**src/rtl/adder_bist.sv**
```systemverilog
// Built-in self-test for a ripple-carry adder: exhaustive {a,b,c_in} sweep,
// latency-aligned response check, error count and first failing vector capture.
module adder_bist #(
    parameter int unsigned WIDTH   = 4,
    parameter int unsigned LATENCY = 0
) (
    input  logic                 clk,
    input  logic                 rst,
    input  logic                 start,
    output logic [WIDTH-1:0]     a,
    output logic [WIDTH-1:0]     b,
    output logic                 c_in,
    input  logic [WIDTH-1:0]     s,
    input  logic                 c_out,
    output logic                 busy,
    output logic                 done,
    output logic                 pass,
    output logic [2*WIDTH+1:0]   err_count,
    output logic [2*WIDTH:0]     first_fail_vec,
    output logic                 first_fail_vld
);

    localparam int unsigned VW = 2 * WIDTH + 1;
    localparam int unsigned EW = 2 * WIDTH + 2;
    localparam int unsigned SW = WIDTH + 1;
    localparam int unsigned DW = 3;
    localparam logic [VW-1:0] VEC_LAST = '1;

    typedef enum logic [1:0] {
        S_IDLE,
        S_RUN,
        S_DRAIN,
        S_DONE
    } state_t;

    state_t          state_q;
    state_t          state_d;
    logic            start_acc;
    logic [VW-1:0]   vec_q;
    logic [DW-1:0]   drain_q;
    logic            chk_vld;
    logic [VW-1:0]   chk_vec;
    logic [SW-1:0]   exp_sum;
    logic            mismatch;
    logic [EW-1:0]   err_d;

    // State register
    always_ff @(posedge clk) begin
        if (rst) begin
            state_q <= S_IDLE;
        end else begin
            state_q <= state_d;
        end
    end

    // Next-state logic; start is only accepted outside a sweep
    always_comb begin
        state_d   = state_q;
        start_acc = 1'b0;
        case (state_q)
            S_IDLE, S_DONE: begin
                if (start) begin
                    start_acc = 1'b1;
                    state_d   = S_RUN;
                end
            end
            S_RUN: begin
                if (vec_q == VEC_LAST) begin
                    state_d = (LATENCY > 0) ? S_DRAIN : S_DONE;
                end
            end
            S_DRAIN: begin
                if (drain_q == DW'(LATENCY - 1)) begin
                    state_d = S_DONE;
                end
            end
            default: state_d = S_IDLE;
        endcase
    end

    // Align each driven vector with the adder response it produces
    if (LATENCY == 0) begin : g_comb
        assign chk_vld = (state_q == S_RUN);
        assign chk_vec = vec_q;
    end else begin : g_pipe
        logic          vld_q  [LATENCY];
        logic [VW-1:0] pvec_q [LATENCY];

        always_ff @(posedge clk) begin
            if (rst) begin
                for (int i = 0; i < int'(LATENCY); i++) begin
                    vld_q[i]  <= 1'b0;
                    pvec_q[i] <= '0;
                end
            end else begin
                vld_q[0]  <= (state_q == S_RUN);
                pvec_q[0] <= vec_q;
                for (int i = 1; i < int'(LATENCY); i++) begin
                    vld_q[i]  <= vld_q[i-1];
                    pvec_q[i] <= pvec_q[i-1];
                end
            end
        end

        assign chk_vld = vld_q[LATENCY-1];
        assign chk_vec = pvec_q[LATENCY-1];
    end

    assign exp_sum  = SW'(chk_vec[VW-1 -: WIDTH]) + SW'(chk_vec[WIDTH:1]) + SW'(chk_vec[0]);
    assign mismatch = chk_vld && (exp_sum != {c_out, s});

    always_comb begin
        err_d = err_count;
        if (start_acc) begin
            err_d = '0;
        end else if (mismatch) begin
            err_d = err_count + EW'(1);
        end
    end

    // Stimulus counter, drain timer, result and status registers
    always_ff @(posedge clk) begin
        if (rst) begin
            vec_q          <= '0;
            drain_q        <= '0;
            busy           <= 1'b0;
            done           <= 1'b0;
            pass           <= 1'b0;
            err_count      <= '0;
            first_fail_vec <= '0;
            first_fail_vld <= 1'b0;
        end else begin
            if (start_acc) begin
                vec_q <= '0;
            end else if (state_q == S_RUN && vec_q != VEC_LAST) begin
                vec_q <= vec_q + VW'(1);
            end

            if (state_q == S_DRAIN) begin
                drain_q <= drain_q + DW'(1);
            end else begin
                drain_q <= '0;
            end

            err_count <= err_d;
            if (start_acc) begin
                first_fail_vld <= 1'b0;
            end else if (mismatch && !first_fail_vld) begin
                first_fail_vld <= 1'b1;
                first_fail_vec <= chk_vec;
            end

            busy <= (state_d == S_RUN) || (state_d == S_DRAIN);
            done <= (state_d == S_DONE);
            pass <= (state_d == S_DONE) && (err_d == '0);
        end
    end

    assign a    = vec_q[VW-1 -: WIDTH];
    assign b    = vec_q[WIDTH:1];
    assign c_in = vec_q[0];

endmodule

```
**config.mk**
```make
export PLATFORM = sky130hd
export DESIGN_NAME = adder_bist
export DESIGN_NICKNAME = d
export VERILOG_FILES = /design/src/rtl/adder_bist.sv
export SDC_FILE = /design/constraint.sdc
export NUM_CORES = 1
export LEC_CHECK = 0
export CAP_MARGIN = 40
export CORE_ASPECT_RATIO = 0.6
export CORE_UTILIZATION = 40
export DETAILED_ROUTE_END_ITERATION = 8
export PLACE_DENSITY_LB_ADDON = 0.3
export SLEW_MARGIN = 20
export SYNTH_ARGS = -nofsm -noshare
export SYNTH_HDL_FRONTEND = slang
export SYNTH_SLANG_ARGS = --single-unit
```
**constraint.sdc**
```tcl
create_clock -name clk -period 4.47 [get_ports clk]
set_input_delay 0.894 -clock clk [delete_from_list [all_inputs] [get_ports clk]]
set_output_delay 0.894 -clock clk [all_outputs]
set_load 0.02 [all_outputs]
```
==> summary.txt, run 1 <==
Status
  • Status: completed

Synthesis
  • Synth top area share: 38.64%
  • EDFF count, synth: 0
  • Top cells by area, synth: dfxtp_1 39%, nor2_1 8.2%, ha_1 7.8%
  • Yosys top cell by area: dfxtp_1
  • Post-synth ARST share: 0%
  • Synth Flop Type: dfxtp_1
  • Flops & latches, synth: 37
  • Post-synthesis net count: roughly 240
  • Post-synthesis sequential area ratio: 38.64%
  • Mean post-synth cell area: approximately 9 um^2
  • Synth cell types: 37
  • Mapped Cells: roughly 220
  • Portion of netlist area occupied by mux cells: under 10%
  • Post-synthesis compound-gate area fraction: around 8.1%
  • Mapped cell area: about 0.0019 mm^2
  • Yosys synthesis warning count: 0
  • Largest family of logic cells by synthesized area: simple AND/OR/NAND/NOR gates
  • Synth Area in Adders: 9.922%
  • Post-Synth Simple-Gate Area: 21.80%
  • XOR/XNOR Fraction of Synth Area: a little over 9%

Pwr
  • LEAKAGE: ~0.97 nW
  • Switch Pwr: about 0.17 mW
  • Max VDD drop: ~140 uV
  • Clk pwr share: approximately 36%
  • Proportion of power drawn by combinational gates: around an eighth
  • Overall Power: between 0.6 and 0.7 mW
  • Sequential power share: roughly 52%
  • Internal power: between 0.4 and 0.5 mW
  • Power per Cell Area: 272.7 mW/mm^2
  • Switching part of the total: between 20% and 30%

Flow run
  • Max-cap viol count: 0

CTS
  • Number of hold buffers added after cts: 0
  • Reg clk slew, reported paths: 0.07 ns
  • Post-CTS sizing: 0
  • CTS max path bufs: 2
  • CTS tree: done
  • H-tree levels: 2
  • Worst-skew pair later-pin latency: 0.29 ns
  • CTS sink cnt: 37
  • CTS root buf: clkbuf_8
  • CTS buffer count: 5
  • Setup Fix Bufs, Post-CTS: 0

Route
  • Via count: 1,612
  • Final wirelength: approximately 4.2 mm
  • Post-DRT Antenna Nets: 0
  • Vias per cell: approximately 5.1
  • 1st-pass router iterations: 4
  • Wirelength per Cell: between 10 and 15 um
  • # DRC: 0
  • 1st-iter DRT viols: between 60 and 70

Placement
  • Post-DP HPWL: 3.054 mm
  • Routability cong.: 0.8164
  • Pre-CTS setup slack: roughly 1.0 ns
  • I/O Buffers: 39
  • Placed insts: 309
  • Area post-placement: approximately 0.0023 mm^2

Floorplanning
  • Die Ht: around 56 um
  • FP Rows: 19
  • Core Footprint: 0.004588 mm^2
  • Die Wd: just over 90 um
  • Ports: 40
  • Initial Utilization: about two fifths
  • Die area: a little over 0.005 mm^2

Setup path
  • Setup crit start kind: flip-flop
  • Flop-to-flop setup slack: 1.03 ns
  • CP Cell Sequence: inv_1 -> fa_1 -> inv_1 -> fa_1 -> xor2_1 -> nor2_1 -> nand4b_1 -> o21ai_2 -> or3_1 -> mux2i_1 -> nor2_1
  • Crit-path slowest cell: or3_1
  • WP buf/inv: 2
  • Crit Path Class: reg -> reg
  • Crit. End Element: flip-flop
  • CP required: around 4.6 ns
  • CP peak stage delay: approximately 0.52 ns
  • Largest delay contributor family on the critical path: adder cells
  • Largest fanout on the critical path: 14
  • Arr. time, crit path: 3.59 ns

Global routing
  • Total GRT Usage: 17.81%
  • Number of global-route vias before repair: 1,408
  • First-pass GRT wire length: 6.913 mm
  • Initial antenna violation count: 0
  • Total gr overflow: 0
  • Pin count of the biggest net entering global routing: 21

STA
  • Setup ws final: between 1 and 1.5 ns
  • Fin crit share: between 70% and 80%
  • Fmax: 0.2911 GHz
  • Endpoints failing hold: 0
  • Final setup fails: 0
  • Max Slew Vio Count: 0
  • Hold_ws: 0.4254 ns
  • Clk_skew: 0.003493 ns
  • Relative slew slack: between 50 and 60%
  • RSZ-0062 raised after global routing: no
  • Period minus WS final: around 3.4 ns
  • Slew @ Worst Pin: 0.6671 ns
  • Final setup TNS: 0 ns

Finish
  • Post-layout instance area: approximately 0.0024 mm^2
  • Layout Cells excl Fill: between 300 and 400
  • # diodes: 0
  • Layout cells sized above 1: about 4.3%
  • Area growth syn-to-layout: 26.96%
  • Final Net Count: ~280
  • Final Core Density: between 50% and 60%

Min path
  • Worst Hold Class: reg -> reg
==> registers in the layout, indices dropped and copies added, names as in the netlist <==
signal and flops:
busy 1, chk_vec 9, done 1, drain_q 3, err_count 10, first_fail_vec 9, first_fail_vld 1, pass 1
state_q 2
==> final cells by class <==
cell class | instances | area, um^2
multi-input combinational | 160 | 1089
tap | 63 | 78.83
clock buffer | 7 | 86.33
inverter | 10 | 37.54
timing repair buffer | 40 | 401.6
fill | 429 | 2155
sequential | 37 | 740.7
==> metal layers <==
metal  global-route usage [%]  vias to the layer above  share of wire (%)
met1                    27.52                      758                 54
met4                    6.803                        0                1.5
met5                        0                        -                  0
li1                         -                      808                  -
met3                    6.011                        7                6.4
met2                    22.08                       39                 38
==> cells by family after synthesis <==
kind of cell / count (synthesis)
adders and majority gates: 14
and+or+nand+nor: 88
muxes: 15
AOI/OAI and AO/OA: 23
xor gates and xnor gates: 20
buffers and inverters: 22
DFF: 37
==> cells in the mapped netlist, drive strengths merged, types with 2 or more instances <==
cell type,instances
nor2,42
dfxtp,37
mux2i,15
ha,12
xnor2,12
a21oi,10
clkbuf,10
inv,10
nand2,8
nand3,8
xor2,8
nor3,6
o21ai,6
nand4,5
or3,5
nor2b,4
and3b,2
buf,2
fa,2
==> worst reg2reg max path, stage by stage (launching register included) <==
cell,delay (ns)
dfxtp_1,0.48
inv_1,0.11
fa_1,0.45
inv_1,0.08
fa_1,0.42
xor2_1,0.17
nor2_1,0.10
nand4b_1,0.14
o21ai_2,0.51
or3_1,0.52
mux2i_1,0.27
nor2_1,0.05
==> placed cells by master, fill, tap and decap left out, types with 2 or more instances in the layout <==
cell / netlist / layout
nor2_1: 42 / 42
clkdlybuf4s50_1: 0 / 39
dfxtp_1: 37 / 37
mux2i_1: 15 / 15
xnor2_1: 12 / 12
ha_1: 12 / 12
inv_1: 10 / 10
a21oi_1: 9 / 9
nand3_1: 8 / 8
nand2_1: 8 / 8
xor2_1: 8 / 8
nor3_1: 6 / 6
clkbuf_8: 0 / 6
nand4_1: 5 / 5
o21ai_0: 5 / 5
or3_1: 5 / 5
nor2b_1: 4 / 4
and3b_1: 2 / 2
fa_1: 2 / 2
==> power by group through the flow <==
| stage | sequential [mW] | combinational [mW] | clock [mW] |
|---|---|---|---|
| after floorplan | 0.354 | 0.0527 | 0 |
| after global placement | 0.350 | 0.0813 | 0 |
| after detailed placement | 0.350 | 0.0813 | 0 |
| after CTS | 0.342 | 0.0816 | 0.247 |
| after global routing | 0.343 | 0.0919 | 0.262 |
| final | 0.342 | 0.0837 | 0.238 |
==> worst paths after layout <==
| path | from | to | cells past startpoint |
|---|---|---|---|
| setup / recovery | chk_vec[5]$_SDFFE_PP0P_ | first_fail_vec[4]$_SDFFE_PP0P_ | 11 |
| hold / removal | drain_q[0]$_SDFF_PP0_ | drain_q[0]$_SDFF_PP0_ | 1 |
| setup reg to reg | chk_vec[5]$_SDFFE_PP0P_ | first_fail_vec[4]$_SDFFE_PP0P_ | 11 |
| hold reg to reg | drain_q[0]$_SDFF_PP0_ | drain_q[0]$_SDFF_PP0_ | 1 |
(Power assumes the default switching activity.)
==> run 2: changes to the inputs <==
Clock period 4.47 ns to 3 ns, I/O delays scaled along.
==> run 2 against run 1 <==
- wire length up 6.2%
- register-to-register slack got worse by 0.81 ns
- sequential share of layout area fell by 1.0 points
- combinational power is 66% higher
- cell count rose by 3.8%
- hold slack about the same
- core utilization is 1.9 points higher
- total power is 51% higher
- worst setup slack got worse by 0.81 ns
- clock-buffer cell count did not move
- critical path depth did not move
- critical endpoint is now pass$_SDFF_PP0_
- largest power group unchanged
==> summary.txt, run 2 (same netlist as run 1, synthesis figures left out) <==
Floorplanning
  • FP Rows: 19 (unchanged)
  • Initial Utilization: 41.78% (unchanged)
  • Die area: 0.005082 mm^2 (unchanged)
  • Core Footprint: 0.004588 mm^2 (unchanged)
  • Ports: 40 (unchanged)
  • Die Wd: 91.37 um (unchanged)
  • Die Ht: 55.62 um (unchanged)

STA
  • Fin crit share: 92.52% (+16 points)
  • Max Slew Vio Count: 0 (unchanged)
  • Fmax: 0.3603 GHz (+24%)
  • Period minus WS final: 2.775 ns (-0.6602 ns)
  • RSZ-0062 raised after global routing: no
  • Final setup TNS: 0 ns (unchanged)
  • Endpoints failing hold: 0 (unchanged)
  • Clk_skew: 0.002916 ns (-0.0005770 ns)
  • Relative slew slack: 75.09% (+20 points)
  • Slew @ Worst Pin: 0.3690 ns (-0.2981 ns)
  • Final setup fails: 0 (unchanged)

Setup path
  • Worst setup startpoint: chk_vec[5]$_SDFFE_PP0P_
  • R2R Path End: pass$_SDFF_PP0_
  • Crit Path Class: reg -> reg
  • Arr. time, crit path: 3.01 ns (-0.58 ns)
  • Critical Path Sink: pass$_SDFF_PP0_
  • Largest fanout on the critical path: 5 (-9)
  • Worst r2r src: chk_vec[5]$_SDFFE_PP0P_
  • CP required: 3.23 ns (-1.39 ns)
  • FF-to-FF path depth: 11 (unchanged)
  • Setup crit start kind: flip-flop
  • Flop-to-flop setup slack: 0.22 ns (-0.81 ns)
  • Crit. End Element: flip-flop

Route
  • Vias per cell: 5.015 (-1.4%)
  • Wirelength per Cell: 13.56 um (+2.4%)
  • 1st-pass router iterations: 4 (unchanged)
  • 1st-iter DRT viols: 76 (+15%)
  • Final wirelength: 4.460 mm (+6.2%)
  • # DRC: 0 (unchanged)
  • Via count: 1,650 (+2.4%)
  • Post-DRT Antenna Nets: 0 (unchanged)

CTS
  • CTS sink cnt: 37 (unchanged)
  • H-tree levels: 2 (unchanged)
  • CTS max path bufs: 2 (unchanged)
  • Setup Fix Bufs, Post-CTS: 0 (unchanged)
  • Worst-skew pair later-pin latency: 0.29 ns (about the same)
  • Reg clk slew, reported paths: 0.07 ns (about the same)
  • CTS buffer count: 5 (unchanged)
  • Post-CTS sizing: 0 (unchanged)
  • CTS root buf: clkbuf_8
  • CTS tree: done
  • Number of hold buffers added after cts: 0 (unchanged)

Placement
  • Post-DP HPWL: 3.260 mm (+6.7%)
  • Placed insts: 322 (+4.2%)
  • I/O Buffers: 39 (unchanged)
  • Routability cong.: 0.8502 (+4.1%)

Status
  • Status: completed

Pwr
  • Max VDD drop: 205.7 uV (+48%)
  • LEAKAGE: 1.033 nW (+6.2%)
  • Power per Cell Area: 396.9 mW/mm^2 (+46%)

Flow run
  • Max-cap viol count: 0 (unchanged)

Finish
  • Commonest non-fill, non-tap cell in the layout: nor2_1
  • Layout Cells excl Fill: 329 (+3.8%)
  • Max FFs per register: 10 (unchanged)
  • # diodes: 0 (unchanged)
  • Top reg by flops: err_count
  • Layout cells sized above 1: 8.647% (+4.3 points)
  • Final Net Count: 288 (+4.3%)
  • Area growth syn-to-layout: 31.46%
  • Commonest non-fill, non-tap cells in the layout: 42 x nor2_1, 39 x clkdlybuf4s50_1, 37 x dfxtp_1

Global routing
  • Total GRT Usage: 18.78% (+0.97 points)
  • Total gr overflow: 0 (unchanged)
  • Pin count of the biggest net entering global routing: 21 (unchanged)
  • Initial antenna violation count: 0 (unchanged)
  • First-pass GRT wire length: 7.251 mm (+4.9%)
  • Number of global-route vias before repair: 1,467 (+4.2%)

Min path
  • Worst Hold Class: reg -> reg
## run 2: cell types whose count changed in the layout (fill, tap and decap cells not counted)
cell,previous run,this run
buf_4,0,13
buf_6,1,0
## run 2: stage by stage
step	utilization, %	hold slack (ns)	power (mW)	area [um^2]	setup slack (ns)
floorplan	-	0.4049	0.6059	1917	0.1288
global placement	53.04	0.4208	0.6550	2434	0.3391
detailed placement	53.04	0.4210	0.6570	2434	0.2547
CTS	54.92	0.4312	1.007	2520	0.2354
global route	54.92	0.4506	1.048	2520	0.01344
finish	54.92	0.4252	1.000	2520	0.2246
## run 2: where the power goes
group | internal [mW] | leakage [nW] | switching [mW]
combinational | 0.0635 | 0.690 | 0.0754
sequential | 0.500 | 0.299 | 0.00734
clock | 0.182 | 0.0443 | 0.172
## run 2: layout make-up
| cell class | count | area [um^2] |
|---|---|---|
| fill | 427 | 2068 |
| tap | 63 | 78.83 |
| clock buffer | 7 | 86.33 |
| sequential | 37 | 740.7 |
| timing repair buffer | 52 | 488.0 |
| inverter | 10 | 37.54 |
| multi-input combinational | 160 | 1089 |
## run 2: worst min path at each step
stage,from,end,cells past startpoint
after floorplan,drain_q[0]$_SDFF_PP0_,drain_q[0]$_SDFF_PP0_,1
after global placement,drain_q[0]$_SDFF_PP0_,drain_q[0]$_SDFF_PP0_,1
after detailed placement,drain_q[0]$_SDFF_PP0_,drain_q[0]$_SDFF_PP0_,1
after CTS,drain_q[0]$_SDFF_PP0_,drain_q[0]$_SDFF_PP0_,1
after global routing,drain_q[0]$_SDFF_PP0_,drain_q[0]$_SDFF_PP0_,1
final,drain_q[0]$_SDFF_PP0_,drain_q[0]$_SDFF_PP0_,1
## run 2: layer usage
metal  routed length, um  global-route usage, %
met1                2416                  29.17
met2                1717                  24.78
met3                 267                  4.781
met4                  58                  6.122
met5                   0                      0
## run 2: critical path, stage by stage (launching register included)
cell	delay, ns
dfxtp_1	0.33
inv_1	0.06
fa_1	0.43
inv_1	0.08
fa_1	0.42
xor2_1	0.17
nor2_1	0.10
nand4b_1	0.13
o21ai_2	0.25
mux2i_1	0.13
a2111oi_2	0.37
o2111a_1	0.25
==> run 3: changes to the inputs <==
Settings changed: ABC_AREA set to 1, RECOVER_POWER set to 50.
==> run 3 against run 2 <==
- first-iteration DRC count increased by 5.3%
- clock skew increased by 0.0031 ns
- flip-flop and latch count is the same
- sequential power rose by 4.5%
- total power increased by 6.5%
- largest power group unchanged
- wire length up 7.8%
==> summary.txt, run 3 <==
Status
  • Status: completed

STA
  • Fin crit share: 91.57% (-0.94 points)
  • Endpoints failing hold: 0 (unchanged)
  • Fmax: 0.3640 GHz (+1.0%)
  • Max Slew Vio Count: 0 (unchanged)
  • Slew @ Worst Pin: 0.6289 ns (+0.2598 ns)
  • RSZ-0062 raised after global routing: no
  • Hold_ws: 0.4222 ns (-0.003061 ns)
  • Period minus WS final: 2.747 ns (-0.02824 ns)
  • Final setup fails: 0 (unchanged)
  • Final setup TNS: 0 ns (unchanged)
  • Relative slew slack: 58.08% (-17 points)
  • Clk_skew: 0.006062 ns (+0.003146 ns)

Pwr
  • Internal power: 0.7489 mW (+0.46%)
  • Clk pwr share: 31.6% (-3.8 points)
  • Switch Pwr: 0.3165 mW (+24%)
  • Sequential power share: 49.7% (-1.0 points)
  • LEAKAGE: 1.214 nW (+17%)
  • Overall Power: 1.065 mW (+6.5%)
  • Proportion of power drawn by combinational gates: 18.7% (+4.8 points)
  • Switching part of the total: 29.71% (+4.2 points)
  • Max VDD drop: 244.4 uV (+19%)
  • Power per Cell Area: 410.4 mW/mm^2 (+3.4%)

Finish
  • Top reg by flops: err_count
  • Max FFs per register: 10 (unchanged)
  • Final Net Count: 357 (+24%)
  • Layout Cells excl Fill: 399 (+21%)
  • Area growth syn-to-layout: 25.91%
  • Commonest non-fill, non-tap cells in the layout: 67 x nand2_1, 49 x inv_1, 37 x dfxtp_1
  • # diodes: 0 (unchanged)
  • Layout cells sized above 1: 6.548% (-2.1 points)
  • Commonest non-fill, non-tap cell in the layout: nand2_1
  • Fill count: 461 (+8.0%)

CTS
  • Setup Fix Bufs, Post-CTS: 0 (unchanged)
  • CTS sink cnt: 37 (unchanged)
  • CTS tree: done
  • Reg clk slew, reported paths: 0.07 ns (about the same)
  • Worst-skew pair later-pin latency: 0.28 ns (about the same)
  • CTS max path bufs: 2 (unchanged)
  • CTS buffer count: 5 (unchanged)
  • CTS root buf: clkbuf_8
  • H-tree levels: 2 (unchanged)
  • Number of hold buffers added after cts: 0 (unchanged)

Route
  • 1st-pass router iterations: 4 (unchanged)
  • Vias per cell: 4.757 (-5.2%)
  • 1st-iter DRT viols: 80 (+5.3%)
  • Final wirelength: 4.808 mm (+7.8%)
  • # DRC: 0 (unchanged)
  • Post-DRT Antenna Nets: 0 (unchanged)
  • Wirelength per Cell: 12.05 um (-11%)
  • Via count: 1,898 (+15%)

Global routing
  • Number of global-route vias before repair: 1,763 (+20%)
  • Initial antenna violation count: 0 (unchanged)
  • Total gr overflow: 0 (unchanged)
  • First-pass GRT wire length: 8.231 mm (+14%)
  • Pin count of the biggest net entering global routing: 19 (-9.5%)
  • Total GRT Usage: 19.65% (+0.88 points)

Setup path
  • Crit Path Class: reg -> reg
  • CP required: 3.18 ns (-0.05 ns)
  • Largest fanout on the critical path: 18 (+13)
  • R2R Path End: first_fail_vec[0]$_SDFFE_PP0P_
  • Arr. time, crit path: 2.92 ns (-0.09 ns)
  • Worst r2r src: chk_vec[5]$_SDFFE_PP0P_
  • Setup crit start kind: flip-flop
  • FF-to-FF path depth: 16 (+5)
  • Crit. End Element: flip-flop
  • Flop-to-flop setup slack: 0.25 ns (+0.03 ns)

Placement
  • Routability cong.: 0.8432 (-0.82%)
  • Placed insts: 391 (+21%)
  • Post-DP HPWL: 3.787 mm (+16%)
  • I/O Buffers: 39 (unchanged)

Synthesis
  • Yosys top cell by area: dfxtp_1
  • Synth cell count leaders: 67 x nand2_1, 48 x inv_1, 37 x dfxtp_1, 37 x nor2_1, 16 x a21oi_1
  • Synth top area share: 35.92% (-2.7 points)
  • Mapped cell area: 0.002062 mm^2 (+7.6%)
  • XOR/XNOR Fraction of Synth Area: 2.549% (-6.6 points)
  • Flops & latches, synth: 37 (unchanged)
  • Post-synth ARST share: 0% (unchanged)
  • EDFF count, synth: 0 (unchanged)
  • Post-synthesis sequential area ratio: 35.92% (-2.7 points)
  • Post-synthesis compound-gate area fraction: 8.920% (+0.83 points)
  • Synth Flop Type: dfxtp_1
  • Top-count cell post-synth: nand2_1
  • Mapped Cells: 292 (+33%)
  • Mean post-synth cell area: 7.062 um^2 (-19%)
  • Top cells by area, synth: dfxtp_1 36%, nand2_1 12%, inv_1 8.7%
  • Post-synthesis net count: 314 (+30%)
  • Synth cell types: 33 (-11%)
  • Largest family of logic cells by synthesized area: simple AND/OR/NAND/NOR gates
  • Synth Area in Adders: 9.223% (-0.70 points)
  • Portion of netlist area occupied by mux cells: 0% (-7.8 points)
  • Post-Synth Simple-Gate Area: 32.28% (+10 points)
  • Yosys synthesis warning count: 0 (unchanged)

Floorplanning
  • Initial Utilization: 43.37% (+1.6 points)
  • Core Footprint: 0.004755 mm^2 (+3.6%)
  • FP Rows: 19 (unchanged)
  • Die Wd: 94.69 um (+3.6%)
  • Die Ht: 57.62 um (+3.6%)
  • Ports: 40 (unchanged)
  • Die area: 0.005456 mm^2 (+7.4%)

Min path
  • Worst Hold Class: reg -> reg
  • WHS Endpoint: drain_q[0]$_SDFF_PP0_
  • Min-delay src: drain_q[0]$_SDFF_PP0_
  • Hold Path Depth: 1 (unchanged)

Flow run
  • Max-cap viol count: 0 (unchanged)
==> run 3: cell types whose count changed in the layout (fill, tap and decap cells not counted), sizes merged, moves of 3 or more <==
| cell | delta |
|---|---|
| buf | -12 |
| inv | +40 |
| a21oi | +7 |
| dlygate4sd3 | +28 |
| nand3 | +11 |
| nand2 | +62 |
| clkdlybuf4s50 | -28 |
| xnor2 | -10 |
| or3 | -5 |
| nor2 | -3 |
| nor2b | -4 |
| o21ai | +8 |
| mux2i | -15 |
| xor2 | -4 |
==> run 3: worst max-delay path by stage <==
stage                             from                             end  slack, ns
6_report       chk_vec[5]$_SDFFE_PP0P_  first_fail_vec[0]$_SDFFE_PP0P_       0.25
3_3_place_gp   chk_vec[5]$_SDFFE_PP0P_  first_fail_vec[1]$_SDFFE_PP0P_       0.23
4_1_cts        chk_vec[5]$_SDFFE_PP0P_  first_fail_vec[0]$_SDFFE_PP0P_       0.14
3_5_place_dp   chk_vec[5]$_SDFFE_PP0P_  first_fail_vec[0]$_SDFFE_PP0P_       0.14
2_1_floorplan  chk_vec[5]$_SDFFE_PP0P_  first_fail_vec[7]$_SDFFE_PP0P_       0.44
5_1_grt        chk_vec[5]$_SDFFE_PP0P_  first_fail_vec[3]$_SDFFE_PP0P_       0.02
==> run 3: per-layer routing <==
layer	vias to the layer above	track usage, %	wire length, um
met5	-	0	0
met4	0	3.896	28
met1	842	29.93	2529
met2	45	28.16	1951
met3	5	4.724	299
li1	1006	-	-
==> run 3: critical path, cell delays in order, from the launching register on <==
cell and delay [ns]:
dfxtp_1 0.39, inv_1 0.09, fa_1 0.42, inv_1 0.10, fa_1 0.43, inv_1 0.07
nand2_1 0.04, nand2_1 0.06, nor2_1 0.04, nand3_1 0.08, nor2_2 0.05, nand2_4 0.16
nand2_4 0.12, inv_2 0.11, nand3_4 0.17, o21ai_0 0.24, a21oi_1 0.06
==> run 3: power groups by stage <==
stage          logic, mW  clock network (mW)  registers, mW
2_1_floorplan      0.106                   0          0.564
3_3_place_gp       0.201                   0          0.541
3_5_place_dp       0.204                   0          0.542
4_1_cts            0.204               0.341          0.530
5_1_grt            0.219               0.369          0.532
6_report           0.199               0.337          0.530
==> run 3: what timing repair did <==
item                                   CTS  global route
setup endpoints to repair                0            10
resized for setup                        0             3
endpoints found under the hold margin    0             0
==> run 3: logic make-up after synthesis <==
| logic type | after synthesis |
|---|---|
| AOI/OAI and AO/OA | 34 |
| adders and majority gates | 14 |
| DFF | 37 |
| xor gates and xnor gates | 6 |
| and+or+nand+nor | 146 |
| buffers and inverters | 55 |
==> run 3: area by class of cell <==
type / instances / area [um^2] / share of cell area (%)
tap: 63 / 78.83 / 3.036
timing repair buffer: 41 / 401.6 / 15.47
inverter: 50 / 187.7 / 7.229
clock inverter: 2 / 10.01 / 0.3855
multi-input combinational: 200 / 1105 / 42.55
clock buffer: 6 / 72.57 / 2.795
sequential: 37 / 740.7 / 28.53
==> run 3: metrics by stage <==
step | instance area, um^2 | setup WS (ns) | util (%)
global placement | 2505 | 0.2295 | 52.68
finish | 2596 | 0.2528 | 54.61
detailed placement | 2505 | 0.1441 | 52.68
global route | 2596 | 0.01523 | 54.61
CTS | 2587 | 0.1354 | 54.42
floorplan | 2062 | 0.4400 | -
